**src/rtl/dram_lsu_pkg.sv**
```systemverilog
// Shared types for the dram_lsu load/store unit: funct3 codes, FSM states, access size decode.
// Latency: none (types and pure functions only).
// Backpressure: n/a. Optional feature in dram_lsu is selected by macro LSU_TIMEOUT_EN.
package mytypes;

  localparam int numbit = 32;

  localparam logic [2:0] F3_B  = 3'b000;
  localparam logic [2:0] F3_H  = 3'b001;
  localparam logic [2:0] F3_W  = 3'b010;
  localparam logic [2:0] F3_BU = 3'b100;
  localparam logic [2:0] F3_HU = 3'b101;

  typedef enum logic [2:0] {
    S_IDLE,
    S_RD,
    S_MERGE,
    S_WR,
    S_RESP
  } lsu_state_t;

  typedef enum logic [1:0] {
    SZ_B,
    SZ_H,
    SZ_W
  } lsu_size_t;

  // Unsigned variants only exist for loads; any code not recognised is a word access.
  function automatic lsu_size_t f3_size(input logic we, input logic [2:0] f3);
    lsu_size_t sz;
    sz = SZ_W;
    if (f3 == F3_B || (!we && f3 == F3_BU)) begin
      sz = SZ_B;
    end else if (f3 == F3_H || (!we && f3 == F3_HU)) begin
      sz = SZ_H;
    end
    return sz;
  endfunction

endpackage

```
**src/rtl/dram_lsu_if.sv**
```systemverilog
// Core-request and DRAM-handshake bundle for dram_lsu; slave = LSU side, master = core/memory side.
// Latency: wires only.
// Backpressure: core holds req_* while stall is high; memory completes with DRAM_READY.
interface dram_lsu_if #(
  parameter int NUMBIT    = mytypes::numbit,
  parameter int ADDR_SIZE = 32
);

  logic                 req_valid;
  logic                 req_we;
  logic [2:0]           req_funct3;
  logic [ADDR_SIZE-1:0] req_addr;
  logic [NUMBIT-1:0]    req_wdata;
  logic [NUMBIT-1:0]    rdata;
  logic                 done;
  logic                 stall;
  logic                 misalign;
  logic                 timeout;

  logic                 DRAM_ENABLE;
  logic                 DRAM_READNOTWRITE;
  logic [ADDR_SIZE-1:0] DRAM_ADDRESS;
  logic [NUMBIT-1:0]    DRAM_IN;
  logic [NUMBIT-1:0]    DRAM_OUT;
  logic                 DRAM_READY;

  modport slave (
    input  req_valid, req_we, req_funct3, req_addr, req_wdata,
    output rdata, done, stall, misalign, timeout,
    output DRAM_ENABLE, DRAM_READNOTWRITE, DRAM_ADDRESS, DRAM_IN,
    input  DRAM_OUT, DRAM_READY
  );

  modport master (
    output req_valid, req_we, req_funct3, req_addr, req_wdata,
    input  rdata, done, stall, misalign, timeout,
    input  DRAM_ENABLE, DRAM_READNOTWRITE, DRAM_ADDRESS, DRAM_IN,
    output DRAM_OUT, DRAM_READY
  );

endinterface

```
**src/rtl/dram_lsu_align.sv**
```systemverilog
// Lane steering: extracts a byte/half/word with sign or zero extension, and merges store data into a word.
// Latency: combinational.
// Backpressure: none.
module lsu_align
  import mytypes::*;
#(
  parameter int NUMBIT = numbit
) (
  input  logic              we_i,
  input  logic [2:0]        funct3_i,
  input  logic [1:0]        lane_i,
  input  logic [NUMBIT-1:0] ld_word_i,
  input  logic [NUMBIT-1:0] st_word_i,
  input  logic [15:0]       st_src_i,
  output logic [NUMBIT-1:0] ld_data_o,
  output logic [NUMBIT-1:0] st_data_o
);

  lsu_size_t  sz;
  logic [7:0]  ld_byte;
  logic [15:0] ld_half;
  logic        sign_en;

  assign sz      = f3_size(we_i, funct3_i);
  assign ld_byte = ld_word_i[{lane_i, 3'b000} +: 8];
  assign ld_half = ld_word_i[{lane_i[1], 4'b0000} +: 16];
  // funct3[2] marks the unsigned load variants
  assign sign_en = ~funct3_i[2];

  // Load path: pick the addressed lane and extend it to the full word
  always_comb begin
    ld_data_o = ld_word_i;
    case (sz)
      SZ_B:    ld_data_o = {{(NUMBIT-8){ld_byte[7] & sign_en}}, ld_byte};
      SZ_H:    ld_data_o = {{(NUMBIT-16){ld_half[15] & sign_en}}, ld_half};
      default: ld_data_o = ld_word_i;
    endcase
  end

  // Store path: overwrite only the addressed lane of the previously read word
  always_comb begin
    st_data_o = st_word_i;
    case (sz)
      SZ_B:    st_data_o[{lane_i, 3'b000} +: 8]     = st_src_i[7:0];
      SZ_H:    st_data_o[{lane_i[1], 4'b0000} +: 16] = st_src_i;
      default: st_data_o = st_word_i;
    endcase
  end

endmodule

```
**src/rtl/dram_lsu.sv**
```systemverilog
// RV32I load/store unit driving a word-wide DRAM handshake; sub-word stores use read-modify-write.
// Latency: zero-wait memory gives done 3 cycles after request (load/SW), 5 (SB/SH), 2 (misaligned).
// Backpressure: stall = req_valid & ~done; waits on DRAM_READY (bounded only with LSU_TIMEOUT_EN).
module dram_lsu
  import mytypes::*;
#(
  parameter int NUMBIT         = numbit,
  parameter int ADDR_SIZE      = 32,
  parameter int TIMEOUT_CYCLES = 64
) (
  input  logic      CLK,
  input  logic      RST,
  dram_lsu_if.slave bus
);

  lsu_state_t           state_q;
  logic                 enable_q;
  logic                 rnw_q;
  logic                 done_q;
  logic                 misalign_q;
  logic [ADDR_SIZE-1:0] addr_q;
  logic [NUMBIT-1:0]    din_q;
  logic [NUMBIT-1:0]    word_q;
  logic [NUMBIT-1:0]    rdata_q;

  lsu_size_t            req_size;
  logic                 req_misalign;
  logic [NUMBIT-1:0]    ld_data_d;
  logic [NUMBIT-1:0]    merged_d;

  assign req_size     = f3_size(bus.req_we, bus.req_funct3);
  assign req_misalign = (req_size == SZ_H && bus.req_addr[0]) ||
                        (req_size == SZ_W && bus.req_addr[1:0] != 2'b00);

  // Load data is extended straight from DRAM_OUT; merge works on the captured word
  lsu_align #(.NUMBIT(NUMBIT)) u_align (
    .we_i      (bus.req_we),
    .funct3_i  (bus.req_funct3),
    .lane_i    (bus.req_addr[1:0]),
    .ld_word_i (bus.DRAM_OUT),
    .st_word_i (word_q),
    .st_src_i  (bus.req_wdata[15:0]),
    .ld_data_o (ld_data_d),
    .st_data_o (merged_d)
  );

`ifdef LSU_TIMEOUT_EN
  localparam int CNT_W = $clog2(TIMEOUT_CYCLES + 1);
  logic [CNT_W-1:0] wait_q;
  logic             timeout_q;
  logic             wait_expired;
  assign wait_expired = (wait_q == CNT_W'(TIMEOUT_CYCLES - 1));
  assign bus.timeout  = timeout_q;
`else
  logic unused_timeout_cfg;
  assign unused_timeout_cfg = (TIMEOUT_CYCLES > 0);
  assign bus.timeout        = 1'b0;
`endif

  // Sequencer: all handshake outputs are registered so they are stable for the whole ENABLE window
  always_ff @(posedge CLK) begin
    if (RST) begin
      state_q    <= S_IDLE;
      enable_q   <= 1'b0;
      rnw_q      <= 1'b1;
      done_q     <= 1'b0;
      misalign_q <= 1'b0;
      addr_q     <= '0;
      din_q      <= '0;
      word_q     <= '0;
      rdata_q    <= '0;
`ifdef LSU_TIMEOUT_EN
      wait_q     <= '0;
      timeout_q  <= 1'b0;
`endif
    end else begin
      done_q     <= 1'b0;
      misalign_q <= 1'b0;
`ifdef LSU_TIMEOUT_EN
      timeout_q  <= 1'b0;
`endif
      case (state_q)
        S_IDLE: begin
          if (bus.req_valid) begin
            addr_q <= {bus.req_addr[ADDR_SIZE-1:2], 2'b00};
`ifdef LSU_TIMEOUT_EN
            wait_q <= '0;
`endif
            if (req_misalign) begin
              state_q    <= S_RESP;
              done_q     <= 1'b1;
              misalign_q <= 1'b1;
              rdata_q    <= '0;
            end else if (bus.req_we && req_size == SZ_W) begin
              state_q  <= S_WR;
              enable_q <= 1'b1;
              rnw_q    <= 1'b0;
              din_q    <= bus.req_wdata;
            end else begin
              state_q  <= S_RD;
              enable_q <= 1'b1;
              rnw_q    <= 1'b1;
            end
          end
        end
        S_RD: begin
          if (bus.DRAM_READY) begin
            enable_q <= 1'b0;
            word_q   <= bus.DRAM_OUT;
            if (bus.req_we) begin
              state_q <= S_MERGE;
            end else begin
              state_q <= S_RESP;
              done_q  <= 1'b1;
              rdata_q <= ld_data_d;
            end
          end
`ifdef LSU_TIMEOUT_EN
          else if (wait_expired) begin
            state_q   <= S_RESP;
            enable_q  <= 1'b0;
            done_q    <= 1'b1;
            timeout_q <= 1'b1;
            rdata_q   <= '0;
          end else begin
            wait_q <= wait_q + 1'b1;
          end
`endif
        end
        S_MERGE: begin
          state_q  <= S_WR;
          enable_q <= 1'b1;
          rnw_q    <= 1'b0;
          din_q    <= merged_d;
`ifdef LSU_TIMEOUT_EN
          wait_q   <= '0;
`endif
        end
        S_WR: begin
          if (bus.DRAM_READY) begin
            state_q  <= S_RESP;
            enable_q <= 1'b0;
            rnw_q    <= 1'b1;
            done_q   <= 1'b1;
            rdata_q  <= '0;
          end
`ifdef LSU_TIMEOUT_EN
          else if (wait_expired) begin
            state_q   <= S_RESP;
            enable_q  <= 1'b0;
            rnw_q     <= 1'b1;
            done_q    <= 1'b1;
            timeout_q <= 1'b1;
            rdata_q   <= '0;
          end else begin
            wait_q <= wait_q + 1'b1;
          end
`endif
        end
        S_RESP: begin
          state_q <= S_IDLE;
        end
        default: begin
          state_q  <= S_IDLE;
          enable_q <= 1'b0;
          rnw_q    <= 1'b1;
        end
      endcase
    end
  end

  assign bus.DRAM_ENABLE       = enable_q;
  assign bus.DRAM_READNOTWRITE = rnw_q;
  assign bus.DRAM_ADDRESS      = addr_q;
  assign bus.DRAM_IN           = din_q;
  assign bus.rdata             = rdata_q;
  assign bus.done              = done_q;
  assign bus.misalign          = misalign_q;
  assign bus.stall             = bus.req_valid & ~done_q;

endmodule

```
**src/flat_wrapper.sv**
```systemverilog
// flat-port wrapper written by rule: the top's interface ports become plain ports
module dram_lsu_flat import mytypes::*;
#(
  parameter int NUMBIT         = numbit,
  parameter int ADDR_SIZE      = 32,
  parameter int TIMEOUT_CYCLES = 64
)
  (CLK, RST, bus_req_valid, bus_req_we, bus_req_funct3, bus_req_addr, bus_req_wdata, bus_rdata, bus_done, bus_stall, bus_misalign, bus_timeout, bus_DRAM_ENABLE, bus_DRAM_READNOTWRITE, bus_DRAM_ADDRESS, bus_DRAM_IN, bus_DRAM_OUT, bus_DRAM_READY);
  dram_lsu_if #(.NUMBIT(NUMBIT), .ADDR_SIZE(ADDR_SIZE)) bus_i ();
  input  logic CLK;
  input  logic RST;
  input wire logic [$bits(bus_i.req_valid)-1:0] bus_req_valid;
  input wire logic [$bits(bus_i.req_we)-1:0] bus_req_we;
  input wire logic [$bits(bus_i.req_funct3)-1:0] bus_req_funct3;
  input wire logic [$bits(bus_i.req_addr)-1:0] bus_req_addr;
  input wire logic [$bits(bus_i.req_wdata)-1:0] bus_req_wdata;
  output wire logic [$bits(bus_i.rdata)-1:0] bus_rdata;
  output wire logic [$bits(bus_i.done)-1:0] bus_done;
  output wire logic [$bits(bus_i.stall)-1:0] bus_stall;
  output wire logic [$bits(bus_i.misalign)-1:0] bus_misalign;
  output wire logic [$bits(bus_i.timeout)-1:0] bus_timeout;
  output wire logic [$bits(bus_i.DRAM_ENABLE)-1:0] bus_DRAM_ENABLE;
  output wire logic [$bits(bus_i.DRAM_READNOTWRITE)-1:0] bus_DRAM_READNOTWRITE;
  output wire logic [$bits(bus_i.DRAM_ADDRESS)-1:0] bus_DRAM_ADDRESS;
  output wire logic [$bits(bus_i.DRAM_IN)-1:0] bus_DRAM_IN;
  input wire logic [$bits(bus_i.DRAM_OUT)-1:0] bus_DRAM_OUT;
  input wire logic [$bits(bus_i.DRAM_READY)-1:0] bus_DRAM_READY;
  assign bus_i.req_valid = bus_req_valid;
  assign bus_i.req_we = bus_req_we;
  assign bus_i.req_funct3 = bus_req_funct3;
  assign bus_i.req_addr = bus_req_addr;
  assign bus_i.req_wdata = bus_req_wdata;
  assign bus_rdata = bus_i.rdata;
  assign bus_done = bus_i.done;
  assign bus_stall = bus_i.stall;
  assign bus_misalign = bus_i.misalign;
  assign bus_timeout = bus_i.timeout;
  assign bus_DRAM_ENABLE = bus_i.DRAM_ENABLE;
  assign bus_DRAM_READNOTWRITE = bus_i.DRAM_READNOTWRITE;
  assign bus_DRAM_ADDRESS = bus_i.DRAM_ADDRESS;
  assign bus_DRAM_IN = bus_i.DRAM_IN;
  assign bus_i.DRAM_OUT = bus_DRAM_OUT;
  assign bus_i.DRAM_READY = bus_DRAM_READY;
  dram_lsu #(.NUMBIT(NUMBIT), .ADDR_SIZE(ADDR_SIZE), .TIMEOUT_CYCLES(TIMEOUT_CYCLES)) u_core (.CLK(CLK), .RST(RST), .bus(bus_i));
endmodule
```
**config.mk**
```make
export PLATFORM = sky130hd
export DESIGN_NAME = dram_lsu_flat
export DESIGN_NICKNAME = d
export VERILOG_FILES = /design/src/rtl/dram_lsu_pkg.sv /design/src/rtl/dram_lsu_if.sv /design/src/rtl/dram_lsu_align.sv /design/src/rtl/dram_lsu.sv /design/src/flat_wrapper.sv
export SDC_FILE = /design/constraint.sdc
export NUM_CORES = 1
export LEC_CHECK = 0
export ABC_AREA = 1
export CORE_MARGIN = 8
export CORE_UTILIZATION = 45
export CTS_BUF_LIST = sky130_fd_sc_hd__clkbuf_2 sky130_fd_sc_hd__clkbuf_4 sky130_fd_sc_hd__clkbuf_8
export DETAILED_ROUTE_END_ITERATION = 16
export PLACE_DENSITY = 0.75
export SKIP_CTS_REPAIR_TIMING = 1
export SLEW_MARGIN = 5
export SYNTH_ARGS = -nofsm -noshare
export SYNTH_HDL_FRONTEND = slang
export SYNTH_SLANG_ARGS = --single-unit
```
**constraint.sdc**
```tcl
create_clock -name CLK -period 2.8 [get_ports CLK]
set_input_delay 0.42 -clock CLK [delete_from_list [all_inputs] [get_ports CLK]]
set_output_delay 0.42 -clock CLK [all_outputs]
set_load 0.005 [all_outputs]
```
==> metrics.csv <==
stage;metric;value;unit
sta;maxSlewHeadroom;0.562;
power;leakage;4.42;nW
critical_path;path_delay_family;buffers and inverters;
yosys;synth_top_area_frac;0.347;
clock_network;cts_root_buffer;clkbuf_8;
grt;grt_pass1_wl;42.6;mm
critical_path;r2r_cells;10;
min_path;hold_class;register to register;
sta;tns;0;ns
sta;slew_viol_final;0;
cells_and_area;final_core_util;0.614;
yosys;synth_seq_cells;133;
grt;gr-total-overflow;0;
sta;setup_viol;0;
critical_path;start_kind;input pin;
grt;grt_util_all_layers;0.245;
clock_network;clock_sinks;133;
critical_path;worst_setup_path_end_kind;register;
cells_and_area;layout_common_cells;nand2_1 (372), clkdlybuf4s50_1 (200), a21oi_1 (170), nor2_1 (150), inv_1 (138);
sta;max_freq;0.494;GHz
sta;period_needed;2.02;ns
critical_path;worstPathRequired;3.16;ns
power;ir_drop;0.000452;V
critical_path;r2r_start;u_core.state_q[0];
placement;gp_congestion;0.951;
detailed_routing;ant_nets;0;
yosys;yosysSeqAreaShare;0.347;
floorplan;core;0.0166;mm^2
critical_path;slowest_stage;clkdlybuf4s50_1;
cells_and_area;drive_gt1_frac;0.0699;
critical_path;cpMostUsedCell;nand2_1;
floorplan;die_h;147;um
floorplan;io_pins;206;
sta;fin_skew;0.0159;ns
sta;final_hold_viol_count;0;
sta;tightest_slew;0.654;ns
yosys;synth_area_leaders;dfxtp_1 (35%), nand2_1 (18%), a21oi_1 (11%);
detailed_routing;drt-pass1-iter-count;6;
clock_network;path_clk_slew;0.10;ns
placement;dpl_cell_area;0.00985;mm^2
cells_and_area;nFillCells;1633;
clock_network;numCtsBuffers;17;
critical_path;rrSetupSlack;0.96;ns
outcome;status;finished, final reports clean;
grt;grt_max_degree;68;
placement;port-buffer-count;202;
detailed_routing;vias;8566;
yosys;syn_inst;1273;
critical_path;crit_path_max_incr_delay;0.51;ns
sta;setup_ws;0.776;ns
yosys;synth.cell_area;0.00768;mm^2
placement;hpwl;19.7;mm
sta;rsz0062_at_grt;false;
cells_and_area;nets;1555;
clock_network;insertion_delay;0.47;ns
detailed_routing;vias_per_cell;5.10;
critical_path;rr_endpoint;u_core.bus.DRAM_IN[27];
cells_and_area;synthToLayoutAreaGrowth;33.2;%
detailed_routing;postRouteWirelength;26.5;mm
yosys;ys_types;27;
detailed_routing;drt-initial-drc-count;733;
critical_path;crit_chain;clkdlybuf4s50_1 -> inv_1 -> ha_1 -> buf_4 -> nand2_1 -> o21ai_0 -> nand2_1 -> nand3_1 -> a21oi_1 -> nor2_1;
critical_path;path_buf_inv;3;
detailed_routing;post-route-drc-count;0;
sta;final.period_utilization;0.723;
grt;grt_pass1_vias;7996;
clock_network;cts_buffer_depth;2;
floorplan;die_area;0.0215;mm^2
critical_path;crit_path_start;bus_req_addr[0];
clock_network;cts_tree;yes;
critical_path;critPathKind;input pin to register;
floorplan;num_rows;47;
floorplan;die_x;147;um
critical_path;crit_fanout;9;
critical_path;cp-endpoint;u_core.bus.DRAM_IN[18];
power;powerDensity;767;mW/mm^2
critical_path;crit_cells;10;
yosys;yosys_warnings;0;
yosys;synth_top_area_cell;dfxtp_1;
cells_and_area;final_common_cell;nand2_1;
cells_and_area;design_area;0.0102;mm^2
run;max-cap-violations;0;
clock_network;cts_max_level;4;
cells_and_area;antennaDiodeCount;0;
placement;pre_cts_ws;0.353;ns
detailed_routing;wl_per_cell;15.8;um
grt;antenna_found_initial;0;
yosys;postSynthAreaPerCell;6.03;um^2
critical_path;arrival;2.38;ns
floorplan;start_util;0.461;
state kept, by name, summed over array words and instances (netlist names):
register / cells
u_core.bus.DRAM_READNOTWRITE: 1
u_core.bus.DRAM_IN: 32
u_core.bus.rdata: 32
u_core.bus.misalign: 1
u_core.word_q: 32
u_core.bus.DRAM_ADDRESS: 30
u_core.bus.done: 1
u_core.state_q: 3
u_core.bus.DRAM_ENABLE: 1
where the power goes:
group / total (mW) / leakage [nW] / switching, mW / internal [mW]
Combinational: 3.62 / 3.15 / 2.08 / 1.54
Clock: 1.57 / 0.183 / 0.919 / 0.651
Sequential: 2.65 / 1.09 / 0.289 / 2.36
Total: 7.84 / 4.42 / 3.29 / 4.55
worst min path at each step:
stage	endpoint	slack, ns	cells past startpoint	start
floorplan	u_core.word_q[31]	0.42	2	u_core.word_q[31]
global placement	u_core.word_q[15]	0.45	2	u_core.word_q[15]
detailed placement	u_core.bus.DRAM_ADDRESS[2]	0.45	2	u_core.bus.DRAM_ADDRESS[2]
CTS	u_core.bus.DRAM_ADDRESS[2]	0.46	2	u_core.bus.DRAM_ADDRESS[2]
global route	u_core.bus.DRAM_ADDRESS[30]	0.48	2	u_core.bus.DRAM_ADDRESS[30]
finish	u_core.bus.DRAM_ADDRESS[25]	0.46	2	u_core.bus.DRAM_ADDRESS[25]
cell usage after synthesis, drive strengths merged:
library cell,count
a21oi,170
buf,43
clkbuf,40
clkinv,2
conb,1
dfxtp,133
ha,5
inv,148
nand2,377
nand3,105
nand4,18
nor2,155
nor3,3
o211ai,8
o21ai,57
or2,8
tightest hold or removal path, stage by stage (launching register included):
cell     delay, ns
dfxtp_1       0.32
nand2_1       0.06
a21oi_1       0.05
area by class of cell:
cell class,count,area [um^2],share of cell area
Tap cell,220,275,0.0269
Inverter,150,563,0.0551
Sequential cell,133,2660,0.260
Multi-Input combinational cell,909,4060,0.397
Clock buffer,17,234,0.0229
Timing Repair Buffer,235,2280,0.224
Clock inverter,15,139,0.0136
per-layer routing:
layer  track usage  wire length, um  part of all wire  vias to the layer above
met2         0.376            11900              0.45                      352
met4        0.0989              794             0.030                        0
li1              -                -                 -                     4360
met3        0.0603             2190             0.083                       55
met5             0                0                 0                        -
met1         0.321            11600              0.44                     3799
cell families (layout without fill, tap and decap cells):
| family | after synthesis | after routing | synth area share |
|---|---|---|---|
| AND/OR/NAND/NOR | 666 | 666 | 0.363 |
| AO/OA/AOI/OAI | 235 | 235 | 0.156 |
| adder cells (fa/ha/maj) | 5 | 5 | 0.00815 |
| flip-flops | 133 | 133 | 0.347 |
| buffers and inverters | 233 | 417 | 0.126 |
| other | 1 | 3 | 0.000489 |
stage by stage:
step	hold WS, ns	power (mW)	std cells
after detailed placement	0.452	6.30	1647
after CTS	0.464	7.89	1679
final	0.465	7.84	1679
after global routing	0.484	8.47	1679
after global placement	0.445	6.26	1647
after floorplan	0.424	4.89	1275
Power figures use the tool's default switching activity.
